[src/rtl/pulse_stretcher.sv]
// rtl/pulse_stretcher.sv - trigger-to-fixed-width pulse stretcher with hold-off gap and drop counter
// Optional feature macro: PULSE_STRETCHER_RETRIGGER_EN (retrigger in HIGH reloads the pulse counter)

module pulse_stretcher #(
  parameter int PULSE_LEN = 4,
  parameter int GAP_LEN   = 2,
  parameter int CNT_W     = 8
) (
  input  logic       clk,
  input  logic       i_sclr_n,
  input  logic       i_trig,
  output logic       o_level,
  output logic       o_busy,
  output logic       o_done,
  output logic [7:0] o_drop_cnt
);

  typedef enum logic [1:0] {
    S_IDLE = 2'd0,
    S_HIGH = 2'd1,
    S_GAP  = 2'd2
  } state_t;

  // Counter loads are deliberately truncated to the counter width.
  localparam logic [CNT_W-1:0] PULSE_LOAD = CNT_W'(PULSE_LEN - 1);
  localparam logic [CNT_W-1:0] GAP_LOAD   = CNT_W'(GAP_LEN - 1);

  state_t           state_q, state_d;
  logic [CNT_W-1:0] cnt_q, cnt_d;
  logic             level_q, level_d;
  logic             busy_q, busy_d;
  logic             done_q, done_d;
  logic [7:0]       drop_q, drop_d;
  logic             drop_inc;

  // Next-state, counter and registered-output decode
  always_comb begin
    state_d  = state_q;
    cnt_d    = cnt_q;
    drop_inc = 1'b0;

    case (state_q)
      S_IDLE: begin
        if (i_trig) begin
          state_d = S_HIGH;
          cnt_d   = PULSE_LOAD;
        end
      end

      S_HIGH: begin
`ifdef PULSE_STRETCHER_RETRIGGER_EN
        if (i_trig) begin
          cnt_d = PULSE_LOAD;
        end else if (cnt_q == '0) begin
          if (GAP_LEN > 0) begin
            state_d = S_GAP;
            cnt_d   = GAP_LOAD;
          end else begin
            state_d = S_IDLE;
            cnt_d   = '0;
          end
        end else begin
          cnt_d = cnt_q - 1'b1;
        end
`else
        drop_inc = i_trig;
        if (cnt_q == '0) begin
          if (GAP_LEN > 0) begin
            state_d = S_GAP;
            cnt_d   = GAP_LOAD;
          end else begin
            state_d = S_IDLE;
            cnt_d   = '0;
          end
        end else begin
          cnt_d = cnt_q - 1'b1;
        end
`endif
      end

      S_GAP: begin
        // Triggers during hold-off, including the exit edge, are never accepted.
        drop_inc = i_trig;
        if (cnt_q == '0) begin
          state_d = S_IDLE;
        end else begin
          cnt_d = cnt_q - 1'b1;
        end
      end

      default: begin
        state_d = S_IDLE;
        cnt_d   = '0;
      end
    endcase

    level_d = (state_d == S_HIGH);
    busy_d  = (state_d != S_IDLE);
    done_d  = (state_d == S_IDLE) && (state_q != S_IDLE);
    drop_d  = (drop_inc && (drop_q != 8'hFF)) ? drop_q + 8'd1 : drop_q;
  end

  // State, counter and output registers with synchronous active-low clear
  always_ff @(posedge clk) begin
    if (!i_sclr_n) begin
      state_q <= S_IDLE;
      cnt_q   <= '0;
      level_q <= 1'b0;
      busy_q  <= 1'b0;
      done_q  <= 1'b0;
      drop_q  <= 8'd0;
    end else begin
      state_q <= state_d;
      cnt_q   <= cnt_d;
      level_q <= level_d;
      busy_q  <= busy_d;
      done_q  <= done_d;
      drop_q  <= drop_d;
    end
  end

  assign o_level    = level_q;
  assign o_busy     = busy_q;
  assign o_done     = done_q;
  assign o_drop_cnt = drop_q;

endmodule
[config.mk]
export PLATFORM = sky130hd
export DESIGN_NAME = pulse_stretcher
export DESIGN_NICKNAME = d
export VERILOG_FILES = /design/src/rtl/pulse_stretcher.sv
export SDC_FILE = /design/constraint.sdc
export NUM_CORES = 1
export LEC_CHECK = 0
export ABC_AREA = 1
export CAP_MARGIN = 5
export CORE_MARGIN = 1.5
export CORE_UTILIZATION = 55
export DETAILED_ROUTE_END_ITERATION = 8
export PLACE_DENSITY = 0.78
export SLEW_MARGIN = 20
export SYNTH_ARGS = -nofsm -noshare
export SYNTH_HDL_FRONTEND = slang
export SYNTH_SLANG_ARGS = --single-unit
[constraint.sdc]
create_clock -name clk -period 1.7 [get_ports clk]
set_input_delay 0.17 -clock clk [delete_from_list [all_inputs] [get_ports clk]]
set_output_delay 0.17 -clock clk [all_outputs]
set_load 0.01 [all_outputs]
==> metrics.yaml <==
cts_sinks: 21
async_flop_share: 0
fin_skew_ns: 0.00440
preCtsSetupSlack_ns: 0.136
grt_pass1_wl_um: 4690
multi_input_area_um2: 721
nFillCells: 210
syn_inst: 185
row_count: 17
slew_violations: 0
crit_slowest_cell: "ha_1"
gr-total-overflow: 0
path_max_fanout: 5
synth_compound_area_frac: 0.111
vias: 1185
ys_top_cells_by_count: "nand2_1 (51), nor2_1 (31), inv_1 (22)"
io_pins: 14
grt_pass1_vias: 1140
arrival_ns: 1.84
synth.avg_cell_area_um2: 6.71
final_antenna_net_count: 0
num_antenna_cells: 0
insertion_delay_ns: 0.30
drt_iter0_drc: 25
crit_path_frequent_cell: "nand2_1"
hold_viol: 0
synth_edf_count: 0
cp-end-kind: "flip-flop"
p_leak_nw: 0.677
irDropWorstVdd_v: 0.000667
finalInstanceArea_um2: 1440
synth_xor_xnor_area_share: 0.0423
synth_top_cell_area_share: 0.339
cap_violations: 0
fin_nets: 213
placed_area_um2: 1410
worstMarginPinSlew_ns: 0.334
cp-start-kind: "flip-flop"
cts_tree: "done"
syn_area_um2: 1240
ctsHoldBuffers: 0
drtPass1Iterations: 4
clk_path_buf_depth: 2
ys_warn_count: 0
path_class: "reg -> reg"
regArea_um2: 420
drive_gt1_frac: 0.0743
drt_wl_total_um: 2640
start_util: 0.572
grt_usage: 0.241
whs_ns: 0.519
synth_ff_type: "dfxtp_1"
vias_per_cell: 5.15
grt_max_degree: 12
place_hpwl_um: 2040
clk_pin_slew_worst_paths_ns: 0.12
die_h_um: 50.5
setup_slack_ns: 0.110
core_um2: 2170
seq_area_frac_synth: 0.339
slew_headroom: 0.777
synth_adder_area_share: 0.0706
port_buffers: 13
routedWlPerCell_um: 11.5
crit_path_cell_trace: "inv_1 > ha_1 > inv_1 > a21oi_1 > nand2_1 > nand2_1 > nand2_1 > nor2_1"
hold_class: "reg -> reg"
die_x_um: 50.5
synth_top_family_by_area: "simple AND/OR/NAND/NOR gates"
synth.mux.area_fraction: 0
cts-root-buf: "clkbuf_4"
max_freq_mhz: 629
syn_nets: 195
synth_top_cell_by_area: "dfxtp_1"
antenna_found_initial: 0
die-area_um2: 2550
gp_congestion: 0.840
status: "complete, no violations"
synth.most_common_cell: "nand2_1"
cts_htree_levels: 1
cts_buffers: 3
ys_top_cells_by_area: "dfxtp_1 (34%), nand2_1 (15%), nor2_1 (9.4%), ha_1 (7.1%), inv_1 (6.7%)"
min_period_ns: 1.59
ys_types: 22
setup_viol: 0
drc_errors: 0
fin_crit_sh: 0.935
required_ns: 1.95
synthToLayoutAreaGrowth_pct: 15.9
max_stage_delay_ns: 0.37
p_per_area_nw_per_um2: 935
fin_util: 0.663
synthSimpleGateAreaFrac: 0.355
synth-seq-cells: 21
-- timing repair --
item,4_1_cts,5_1_grt
resized for setup,0,2
setup endpoints to repair,0,6
buffers inserted,0,0
-- cell usage in the layout, fill, tap and decap left out --
cell type	instances
nand2_1	51
nor2_1	30
inv_1	21
dfxtp_1	21
nand3_1	13
clkdlybuf4s50_1	13
a21oi_1	11
o21ai_0	9
ha_1	7
xor2_1	4
clkbuf_4	3
inv_2	2
nand2_4	2
a21oi_4	2
xnor2_1	2
nor2_4	1
nor2_2	1
clkinv_1	1
o21ai_1	1
nand2_2	1
nor3_4	1
clkinv_4	1
nor3_1	1
nand4_1	1
clkbuf_1	1
buf_4	1
-- layout make-up --
type / instances / area share
Multi-Input combinational cell: 138 / 0.501
Sequential cell: 21 / 0.292
Timing Repair Buffer: 14 / 0.0957
Inverter: 25 / 0.0687
Tap cell: 28 / 0.0243
Clock buffer: 4 / 0.0183
-- logic make-up (layout without fill, tap and decap cells) --
logic type	after synthesis	count (layout)
adders and majority gates	7	7
xor gates and xnor gates	6	6
buffers and inverters	26	43
and+or+nand+nor	102	102
AOI/OAI and AO/OA	23	23
DFF	21	21
-- flip-flops by register name (all words and copies together), names as in the netlist --
| register | count |
|---|---|
| o_level | 1 |
| state_q | 2 |
| o_busy | 1 |
| cnt_q | 8 |
| o_done | 1 |
| o_drop_cnt | 8 |
-- critical path, delay by kind of cell, from the launching register on --
kind | cells | cell delay [ns]
flops | 1 | 0.35
simple gates | 4 | 0.39
buf+inv | 2 | 0.22
compound gates | 1 | 0.22
fa+ha+maj | 1 | 0.37
-- layer usage --
layer,up-vias,track usage,share of wire
li1,612,-,-
met1,545,0.300,0.48
met2,22,0.395,0.48
met3,6,0.0357,0.022
met4,0,0.140,0.023
met5,-,0,0
-- power by group --
| group | total [mW] | leakage (nW) | internal, mW | switching [mW] |
|---|---|---|---|---|
| logic | 0.525 | 0.491 | 0.188 | 0.337 |
| registers | 0.578 | 0.172 | 0.544 | 0.0334 |
| clock network | 0.242 | 0.0150 | 0.0915 | 0.151 |
-- final timing paths --
path                    from  slack (ns)       end  cells past startpoint
setup / recovery  state_q[0]        0.11  cnt_q[3]                      8
hold / removal      cnt_q[1]        0.52  cnt_q[1]                      2
setup reg to reg  state_q[0]        0.11  cnt_q[3]                      8
hold reg to reg     cnt_q[1]        0.52  cnt_q[1]                      2
-- stage by stage --
step | setup TNS [ns] | std cells | total power, mW
after floorplan | 0 | 185 | 0.972
after global placement | 0 | 226 | 1.09
after detailed placement | 0 | 226 | 1.10
after CTS | 0 | 230 | 1.35
after global routing | -0.00213 | 230 | 1.46
final | 0 | 230 | 1.35
Power figures use the tool's default switching activity.
